**src/rtl/controle_multiciclo.sv**
```systemverilog
// Multicycle MIPS main control: a Moore FSM that sequences fetch, decode, execute, memory and
// writeback, and drives every datapath enable and mux select from the current state.
module controle_multiciclo #(
   parameter bit ILLEGAL_HALT = 1'b0
) (
   input  logic       clk,
   input  logic       rst_n,
   input  logic [5:0] opcode,
   input  logic       mem_ready,
   output logic       PCWrite,
   output logic       PCWriteCond,
   output logic       IorD,
   output logic       MemRead,
   output logic       MemWrite,
   output logic       IRWrite,
   output logic       MemtoReg,
   output logic       RegDst,
   output logic       RegWrite,
   output logic       ALUSrcA,
   output logic [1:0] ALUSrcB,
   output logic [1:0] ALUOp,
   output logic [1:0] PCSource,
   output logic [3:0] state,
   output logic       illegal
);

   typedef enum logic [3:0] {
      IDLE     = 4'd0,
      FETCH    = 4'd1,
      DECODE   = 4'd2,
      MEMADR   = 4'd3,
      MEMREAD  = 4'd4,
      MEMWB    = 4'd5,
      MEMWRITE = 4'd6,
      EXEC     = 4'd7,
      ALUWB    = 4'd8,
      BRANCH   = 4'd9,
      ADDIEX   = 4'd10,
      ADDIWB   = 4'd11,
      JUMP     = 4'd12,
      HALT     = 4'd15
   } state_t;

   localparam logic [5:0] OP_RTYPE = 6'b000000;
   localparam logic [5:0] OP_LW    = 6'b100011;
   localparam logic [5:0] OP_SW    = 6'b101011;
   localparam logic [5:0] OP_BEQ   = 6'b000100;
   localparam logic [5:0] OP_ADDI  = 6'b001000;
   localparam logic [5:0] OP_J     = 6'b000010;

   state_t state_r;
   state_t next_s;

   function automatic logic op_supported(input logic [5:0] op);
      logic ok;
      case (op)
         OP_RTYPE, OP_LW, OP_SW, OP_BEQ, OP_ADDI, OP_J: ok = 1'b1;
         default:                                       ok = 1'b0;
      endcase
      return ok;
   endfunction

   // state register; reset abandons any instruction in flight
   always_ff @(posedge clk or negedge rst_n) begin
      if (!rst_n) begin
         state_r <= IDLE;
      end else begin
         state_r <= next_s;
      end
   end

   // next-state decode; encodings outside the enum fall back to FETCH
   always_comb begin
      next_s = state_r;
      case (state_r)
         IDLE:     next_s = FETCH;
         FETCH:    if (mem_ready) next_s = DECODE; else next_s = FETCH;
         DECODE: begin
            case (opcode)
               OP_RTYPE:     next_s = EXEC;
               OP_LW, OP_SW: next_s = MEMADR;
               OP_BEQ:       next_s = BRANCH;
               OP_ADDI:      next_s = ADDIEX;
               OP_J:         next_s = JUMP;
               default:      next_s = ILLEGAL_HALT ? HALT : FETCH;
            endcase
         end
         MEMADR: begin
            if (opcode == OP_LW)      next_s = MEMREAD;
            else if (opcode == OP_SW) next_s = MEMWRITE;
            else                      next_s = FETCH;
         end
         MEMREAD:  if (mem_ready) next_s = MEMWB; else next_s = MEMREAD;
         MEMWRITE: if (mem_ready) next_s = FETCH; else next_s = MEMWRITE;
         EXEC:     next_s = ALUWB;
         ADDIEX:   next_s = ADDIWB;
         MEMWB, ALUWB, ADDIWB, BRANCH, JUMP: next_s = FETCH;
         HALT:     next_s = HALT;
         default:  next_s = FETCH;
      endcase
   end

   // Moore output decode; FETCH gates PC/IR writes on mem_ready so a stall cannot double-increment
   always_comb begin
      PCWrite     = 1'b0;
      PCWriteCond = 1'b0;
      IorD        = 1'b0;
      MemRead     = 1'b0;
      MemWrite    = 1'b0;
      IRWrite     = 1'b0;
      MemtoReg    = 1'b0;
      RegDst      = 1'b0;
      RegWrite    = 1'b0;
      ALUSrcA     = 1'b0;
      ALUSrcB     = 2'b00;
      ALUOp       = 2'b00;
      PCSource    = 2'b00;
      case (state_r)
         FETCH: begin
            MemRead = 1'b1;
            ALUSrcB = 2'b01;
            if (mem_ready) begin
               IRWrite = 1'b1;
               PCWrite = 1'b1;
            end else begin
               IRWrite = 1'b0;
               PCWrite = 1'b0;
            end
         end
         DECODE:   ALUSrcB = 2'b11;
         MEMADR, ADDIEX: begin
            ALUSrcA = 1'b1;
            ALUSrcB = 2'b10;
         end
         MEMREAD: begin
            MemRead = 1'b1;
            IorD    = 1'b1;
         end
         MEMWRITE: begin
            MemWrite = 1'b1;
            IorD     = 1'b1;
         end
         MEMWB: begin
            RegWrite = 1'b1;
            MemtoReg = 1'b1;
         end
         ALUWB: begin
            RegWrite = 1'b1;
            RegDst   = 1'b1;
         end
         ADDIWB:   RegWrite = 1'b1;
         EXEC: begin
            ALUSrcA = 1'b1;
            ALUOp   = 2'b10;
         end
         BRANCH: begin
            ALUSrcA     = 1'b1;
            ALUOp       = 2'b01;
            PCWriteCond = 1'b1;
            PCSource    = 2'b01;
         end
         JUMP: begin
            PCWrite  = 1'b1;
            PCSource = 2'b10;
         end
         default: PCWrite = 1'b0;
      endcase
   end

   assign state   = state_r;
   assign illegal = (state_r == DECODE) && !op_supported(opcode);

endmodule

```
**config.mk**
```make
export PLATFORM = sky130hd
export DESIGN_NAME = controle_multiciclo
export DESIGN_NICKNAME = d
export VERILOG_FILES = /design/src/rtl/controle_multiciclo.sv
export SDC_FILE = /design/constraint.sdc
export NUM_CORES = 1
export LEC_CHECK = 0
export ABC_AREA = 1
export CORE_MARGIN = 2
export CORE_UTILIZATION = 37
export CTS_CLUSTER_SIZE = 30
export DETAILED_ROUTE_END_ITERATION = 16
export PLACE_DENSITY_LB_ADDON = 0.1
export SETUP_SLACK_MARGIN = 0.2
export SLEW_MARGIN = 20
export SYNTH_ARGS = -nofsm -noshare
export SYNTH_HDL_FRONTEND = slang
export SYNTH_SLANG_ARGS = --single-unit
```
**constraint.sdc**
```tcl
create_clock -name clk -period 1.35 [get_ports clk]
set_input_delay 0.2025 -clock clk [delete_from_list [all_inputs] [get_ports clk]]
set_output_delay 0.2025 -clock clk [all_outputs]
set_load 0.05 [all_outputs]
```
==> results_tabular.tex, run 1 <==
\begin{tabular}{lr}
\hline
Metric & Value \\
\hline
\multicolumn{2}{l}{\textbf{Die}} \\
Row count & 13 \\
Chip Height & 41.7 um \\
Ports placed on the boundary & 30 \\
Initial core utilization & 0.400 \\
Die outline width & 41.7 um \\
\multicolumn{2}{l}{\textbf{Outcome}} \\
Last stage reached & detailed placement \\
Error message & [ERROR DPL-0038] Utilization greater than 100\%, impossible to legalize \\
Status & stopped before the end \\
\multicolumn{2}{l}{\textbf{Synthesis}} \\
Post-synth design cell area & 527 um2 \\
Synth Warn \# & 0 \\
Seq/Total Area, Yosys & 0.190 \\
Register bit count reported by yosys & 4 \\
Number of distinct library cells after synthesis & 15 \\
Number of instances in the synthesized netlist & 101 \\
Average instance area after synthesis & 5.22 um2 \\
Cell type with the largest total area after synthesis & nand2\_1 \\
Synth Net Count & 110 \\
Top post-synthesis cells by area & nand2\_1 (21\%), dfrtp\_1 (19\%), nor2\_1 (15\%) \\
Portion of synthesized cell area occupied by the leading cell type & 0.207 \\
\multicolumn{2}{l}{\textbf{Placed design}} \\
Gp weighted congestion & 0.906 \\
Port Buffer Count & 29 \\
\hline
\end{tabular}
-- metrics by stage --
stage	hold WS [ns]	TNS (ns)	worst slack (ns)	area, um2	instances
2_1_floorplan	-0.0931	-1.69	-0.247	658	101
3_3_place_gp	0.407	-0.523	-0.287	1360	168
-- synthesized netlist by cell type --
| master | n |
|---|---|
| nor3_2 | 1 |
| nand2_1 | 29 |
| nor3_1 | 1 |
| nor2_4 | 1 |
| o21ai_0 | 3 |
| nand2_2 | 1 |
| nor2_2 | 4 |
| nor2_1 | 21 |
| nand3b_1 | 1 |
| buf_4 | 1 |
| nand4_1 | 4 |
| inv_1 | 16 |
| inv_2 | 3 |
| dfrtp_1 | 4 |
| nand3_1 | 11 |
-- kinds of logic after synthesis --
group | Yosys count | synth area share
compound gates | 3 | 0.0285
buf+inv | 20 | 0.150
flops | 4 | 0.190
simple gates | 74 | 0.632
==> run 2, diff against run 1 <==
--- a/config.mk
+++ b/config.mk
@@ -6,12 +6,10 @@
 export NUM_CORES = 1
 export LEC_CHECK = 0
 export ABC_AREA = 1
-export CORE_MARGIN = 2
-export CORE_UTILIZATION = 37
-export CTS_CLUSTER_SIZE = 30
+export CORE_AREA = 2 2 63 65
 export DETAILED_ROUTE_END_ITERATION = 16
-export PLACE_DENSITY_LB_ADDON = 0.1
-export SETUP_SLACK_MARGIN = 0.2
+export DIE_AREA = 0 0 65 67
+export PLACE_DENSITY_LB_ADDON = 0.15
 export SLEW_MARGIN = 20
 export SYNTH_ARGS = -nofsm -noshare
 export SYNTH_HDL_FRONTEND = slang
==> run 2 against run 1 <==
Effect of this change: the flow now finishes, with violations (setup timing); synthesized cell count did not move; synthesized area did not move.
==> results_tabular.tex, run 2 <==
\begin{tabular}{lr}
\hline
Metric & Value \\
\hline
\multicolumn{2}{l}{\textbf{Critical path}} \\
Endpoint type of the worst setup path & output pin \\
Classification of the worst setup path & flop to output pin \\
Crit path required time & 1.15 ns \\
CP most frequent cell & nor2\_4 \\
Critical path startpoint category & flop \\
FF-to-FF End & state[1] \\
Startpoint of the most critical register-to-register path & state[2] \\
Data arrival at the endpoint of the critical path & 1.39 ns \\
Setup slack on the worst flop-to-flop path & 0 ns \\
Number of cells traversed by the worst register-to-register path & 8 \\
Maximum single-stage delay on the critical path & 0.46 ns \\
Crit path cell chain & inv\_4, nor2\_4, nand2\_2, clkinvlp\_4, nor2\_4, nand2\_4, buf\_12 \\
Largest fanout on the critical path & 4 \\
Slowest-stage cell, CP & dfrtp\_2 \\
\multicolumn{2}{l}{\textbf{Power}} \\
Leakage & 0.834 nW \\
Peak supply drop & 0.000586 V \\
Pwr/cell area & 1450 mW/mm2 \\
Total power after layout & 0.00252 W \\
\multicolumn{2}{l}{\textbf{Timing}} \\
Maximum frequency from static timing analysis & 627 MHz \\
PnR worst setup slack & -0.246 ns \\
Post-route minimum period & 1.60 ns \\
Final Hold Fails & 0 \\
Final worst path period share & 1.18 \\
Worst-margin pin slew & 0.237 ns \\
Final clock skew & 0.00219 ns \\
Final-report setup violation count & 18 \\
Unrepaired setup endpoints after global routing & yes \\
Rel. slew slack & 0.841 \\
Number of max-slew violations in the final report & 0 \\
Final hold slack & 0.185 ns \\
\multicolumn{2}{l}{\textbf{Clock network}} \\
TritonCTS clock tree & built \\
Clock buffers created by TritonCTS & 3 \\
Maximum buffer depth of the clock tree & 2 \\
Clock latency at the later pin of the worst-skew pair & 0.21 ns \\
Clock tree sinks & 4 \\
Clk slew on worst S/H paths & 0.03 ns \\
Hold buffer count at CTS & 0 \\
Number of H-tree levels & 1 \\
Clock Tree Root & clkbuf\_8 \\
\multicolumn{2}{l}{\textbf{Synthesis}} \\
Synth async-reset ratio & 1.00 \\
Average instance area after synthesis & 5.22 um2 \\
Seq/Total Area, Yosys & 0.190 \\
Number of distinct library cells after synthesis & 15 \\
Synth Warn \# & 0 \\
Number of enable-type register cells in the synthesized netlist & 0 \\
Post-synth design cell area & 527 um2 \\
Portion of synthesized cell area occupied by the leading cell type & 0.207 \\
Most repeated cell in the gate-level netlist after synthesis & nand2\_1 \\
Synth Net Count & 110 \\
Synth Flop Type & dfrtp\_1 \\
Register bit count reported by yosys & 4 \\
Cell type with the largest total area after synthesis & nand2\_1 \\
Top post-synthesis cells by area & nand2\_1 (21\%), dfrtp\_1 (19\%), nor2\_1 (15\%) \\
Post-synth top cells & nand2\_1 (29), nor2\_1 (21), inv\_1 (16) \\
Number of instances in the synthesized netlist & 101 \\
\multicolumn{2}{l}{\textbf{Placed design}} \\
Area after DPL & 0.00145 mm2 \\
Count of placed standard cells including taps & 207 \\
Hpwl dp & 1710 um \\
Port Buffer Count & 29 \\
Gp weighted congestion & 0.820 \\
\multicolumn{2}{l}{\textbf{Cells and area}} \\
Ant diodes & 0 \\
Final standard cell count with taps included and fillers excluded & 223 \\
Layout area overhead & 230\% \\
Number of nets at the end of the flow & 186 \\
Share of final-layout standard cells stronger than drive strength 1 & 0.697 \\
Highest-count cells in the layout ignoring fill and taps & buf\_4 (32), buf\_12 (22), nand2\_1 (14) \\
Largest register FFs & 4 \\
Most common cell after layout, fill and taps aside & buf\_4 \\
Final cell area excluding filler cells & 0.00174 mm2 \\
\multicolumn{2}{l}{\textbf{GRT}} \\
Antenna violations before repair & 0 \\
Via count of the first global-routing pass & 819 \\
Largest net degree at the start of global routing & 7 \\
Overall overflow remaining after global route & 0 \\
Global routing usage summed across all routing layers & 0.0997 \\
Global-route wire length before repair & 3470 um \\
\multicolumn{2}{l}{\textbf{Outcome}} \\
Violated checks & setup timing \\
Status & finished, violations left \\
\multicolumn{2}{l}{\textbf{Drt}} \\
Final ANT Viol Nets & 0 \\
Drt total wl & 2210 um \\
Routed wire per std cell & 9.90 um \\
Sum of met3 wire segment lengths after detailed routing & 102 um \\
Post-detailed-route DRC marker count & 0 \\
Sum of met2 wire segment lengths after detailed routing & 1270 um \\
Total via count after detailed routing & 883 \\
Detailed Routing Iterations Pass 1 & 4 \\
Routed vias/inst & 3.96 \\
Routed met1 length & 789 um \\
Highest routed layer & met4 \\
Number of DRC violations after detailed-routing iteration 0 & 12 \\
\multicolumn{2}{l}{\textbf{Die}} \\
Core ar. & 0.00361 mm2 \\
Die outline width & 65 um \\
DIE AREA & 0.00436 mm2 \\
Row count & 22 \\
Initial core utilization & 0.146 \\
Chip Height & 67 um \\
Ports placed on the boundary & 30 \\
\multicolumn{2}{l}{\textbf{Job}} \\
Count of max-cap constraint violations & 0 \\
\multicolumn{2}{l}{\textbf{Min path}} \\
Class of the tightest hold or removal check & primary input to asynchronous set/reset pin \\
\hline
\end{tabular}
[run 2: cell counts after synthesis]
Identical to the previous run, type by type.
[run 2: kinds of logic after synthesis]
kind of cell,count (synthesis),share of synthesized area
AO/OA/AOI/OAI,3,0.0285
AND/OR/NAND/NOR,74,0.632
flip-flops,4,0.190
buffers and inverters,20,0.150
[run 2: metrics by stage]
step | worst slack, ns | util | TNS [ns]
finish | -0.246 | 0.483 | -2.98
global route | -0.298 | 0.483 | -4.07
CTS | -0.250 | 0.454 | -3.37
detailed placement | -0.293 | 0.401 | -0.733
global placement | -0.283 | 0.401 | -0.712
floorplan | -0.247 | - | -1.69
[run 2: final cells by class]
class                   instances  area, um2
multi-input cells              77        573
inverters                      19       92.6
clock buffers                   3       41.3
repair buffers                 72        868
flip-flops and latches          4        105
fillers                       343       1870
well taps                      48       60.1
[run 2: power breakdown]
group          internal (W)  total (W)  switching [W]
Sequential         0.000155   0.000241      0.0000858
Combinational      0.000942    0.00203        0.00109
Clock              0.000190   0.000246      0.0000565
Total               0.00129    0.00252        0.00123
[run 2: repair_timing]
item | in CTS | in global routing
endpoints found under the setup margin | 17 | 22
pin swaps | 7 | 13
gates resized for setup | 23 | 31
setup buffers | 12 | 3
[run 2: worst max path at each step]
stage / startpoint / endpoint / slack (ns) / depth (start not counted)
floorplan: state[2] / ALUSrcA / -0.25 / 6
global placement: opcode[1] / illegal / -0.28 / 8
detailed placement: opcode[2] / illegal / -0.29 / 7
CTS: state[3] / illegal / -0.25 / 6
global route: state[2] / ALUSrcA / -0.30 / 7
finish: state[2] / ALUSrcA / -0.25 / 7
[run 2: routing by layer]
metal	up-vias	track usage
li1	461	-
met3	4	0.00507
met5	-	0
met4	0	0.0346
met2	24	0.204
met1	394	0.107
[run 2: worst max-delay path: cells and delay by family (launching register included)]
| kind | cells | cell delay (ns) |
|---|---|---|
| and+or+nand+nor | 4 | 0.33 |
| buffers and inverters | 3 | 0.39 |
| DFF | 1 | 0.46 |
No activity file was read; power rests on OpenSTA's default activity.
==> run 3, diff against run 2 <==
--- a/config.mk
+++ b/config.mk
@@ -6,6 +6,7 @@
 export NUM_CORES = 1
 export LEC_CHECK = 0
 export ABC_AREA = 1
+export ABC_CLOCK_PERIOD_IN_PS = 1350
 export CORE_AREA = 2 2 63 65
 export DETAILED_ROUTE_END_ITERATION = 16
 export DIE_AREA = 0 0 65 67
==> results of run 3 <==
Same layout as run 2: the final DEF is identical, and so are final timing and power.
==> RTL edit, RTL diff (config.mk and constraints of run 2) <==
`ILLEGAL_HALT`: 1'b0 -> 1'b1.
--- a/src/rtl/controle_multiciclo.sv
+++ b/src/rtl/controle_multiciclo.sv
@@ -2,5 +2,5 @@
 // writeback, and drives every datapath enable and mux select from the current state.
 module controle_multiciclo #(
-   parameter bit ILLEGAL_HALT = 1'b0
+   parameter bit ILLEGAL_HALT = 1'b1
 ) (
    input  logic       clk,
Behaviour: not the same (a bounded check fails within 4 cycles, from zero or initial values and one cycle with rst_n low).
==> RTL edit against run 2 <==
- the flow still finishes with violations (negative setup slack)
- sequential cell count is the same
- area after synthesis grew 11%
- design area grew 1.2%
- synthesized cell count grew 2.0%
- via count grew 1.7%
- routed wire length grew 11%
- setup slack gained 38 ps
- register-to-register slack lost 70 ps
- largest cell class unchanged
- highest routed layer is now met3
Power is left out: it rests on default switching activity, and per cell area and clock period it moved more than threefold.
==> RTL edit: results (changes against run 2) <==
[placed_design]
place_inst = 208  ; +0.48%
place_congestion = 0.8334  ; +1.6%

[grt]
use_met3_pct = 1.351  ; +0.84 points
grt_pass1_vias = 928  ; +13%
grt_util_met2_pct = 24.23  ; +3.9 points
grt_pass1_wl_um = 3912  ; +13%

[detailed_routing]
wl_met3_um = 92  ; -9.8%
top_layer = met3
wl_met1_um = 954  ; +21%
drtIter0Drc = 9  ; -3
met2_length_um = 1400  ; +10%
drt-total-wl_um = 2446  ; +11%
avgRoutedWirePerCell_um = 10.97  ; +11%
vias_per_cell = 4.027  ; +1.7%

[sta]
setup_viol = 19  ; +1
setup_ws_ps = -207.6  ; +38.09 ps
worst_pin_slew_ps = 218.9  ; -17.92 ps
fin_skew_ps = 3.135  ; +0.9449 ps

[synthesis]
synth.area.top_cells = dfrtp_1 17%, nand2_1 14%, nor2_1 14%
netlist_instances = 103  ; +2.0%
synth_seq_area_share_pct = 17.17  ; -1.8 points

[setup_path]
max_stage_delay_ps = 440  ; -20 ps
reg2reg_setup_slack_ps = -70  ; -70 ps
worstPathArrival_ps = 1360  ; -30 ps

[layout]
drive_above_1_share_pct = 70.86  ; +1.1 points
fill_cells = 348  ; +1.5%

[outcome]
violations = negative setup slack
status = complete, but fails checks

-- RTL edit: cell types whose count changed after synthesis, sizes merged --
cell,before,now
nor2,26,31
a21oi,0,2
o21ai,3,5
nand2,30,28
nand4,4,2
nor3,2,1
nand3,11,9
-- RTL edit: kinds of logic after synthesis --
family                 Yosys count
flip-flops                       4
AO/OA/AOI/OAI                    7
AND/OR/NAND/NOR                 72
buffers and inverters           20
-- RTL edit: what timing repair did --
item / in CTS / in global routing
pin swaps: 17 / 7
cloned: 0 / 0
buffers inserted: 9 / 5
resized for setup: 33 / 10
endpoints found under the setup margin: 19 / 21
-- RTL edit: area by class of cell --
cell class / count / area share, %
well taps: 48 / 3.412
flip-flops and latches: 4 / 5.970
multi-input cells: 79 / 34.26
inverters: 19 / 4.975
clock buffers: 3 / 2.345
repair buffers: 70 / 49.04
-- RTL edit: how the worst max path moves through the flow --
| stage | slack (ps) | to | depth (start not counted) |
|---|---|---|---|
| finish | -210 | PCWrite | 6 |
| global route | -260 | ALUSrcA | 8 |
| detailed placement | -370 | illegal | 8 |
| floorplan | -320 | ALUSrcA | 7 |
| global placement | -310 | illegal | 8 |
| CTS | -210 | ALUSrcA | 7 |
-- RTL edit: per-stage QoR --
stage / area, um2 / setup WS [ps] / util, % / setup TNS (ps) / hold slack (ps)
6_report: 1760 / -207.6 / 48.82 / -2959 / 189.4
5_1_grt: 1760 / -260.1 / 48.82 / -4004 / 198.8
4_1_cts: 1697 / -212.0 / 47.05 / -2859 / 193.4
3_5_place_dp: 1496 / -373.0 / 41.50 / -1289 / 417.3
3_3_place_gp: 1496 / -314.9 / 41.50 / -1068 / 410.2
2_1_floorplan: 716.9 / -316.6 / - / -2300 / -93.09
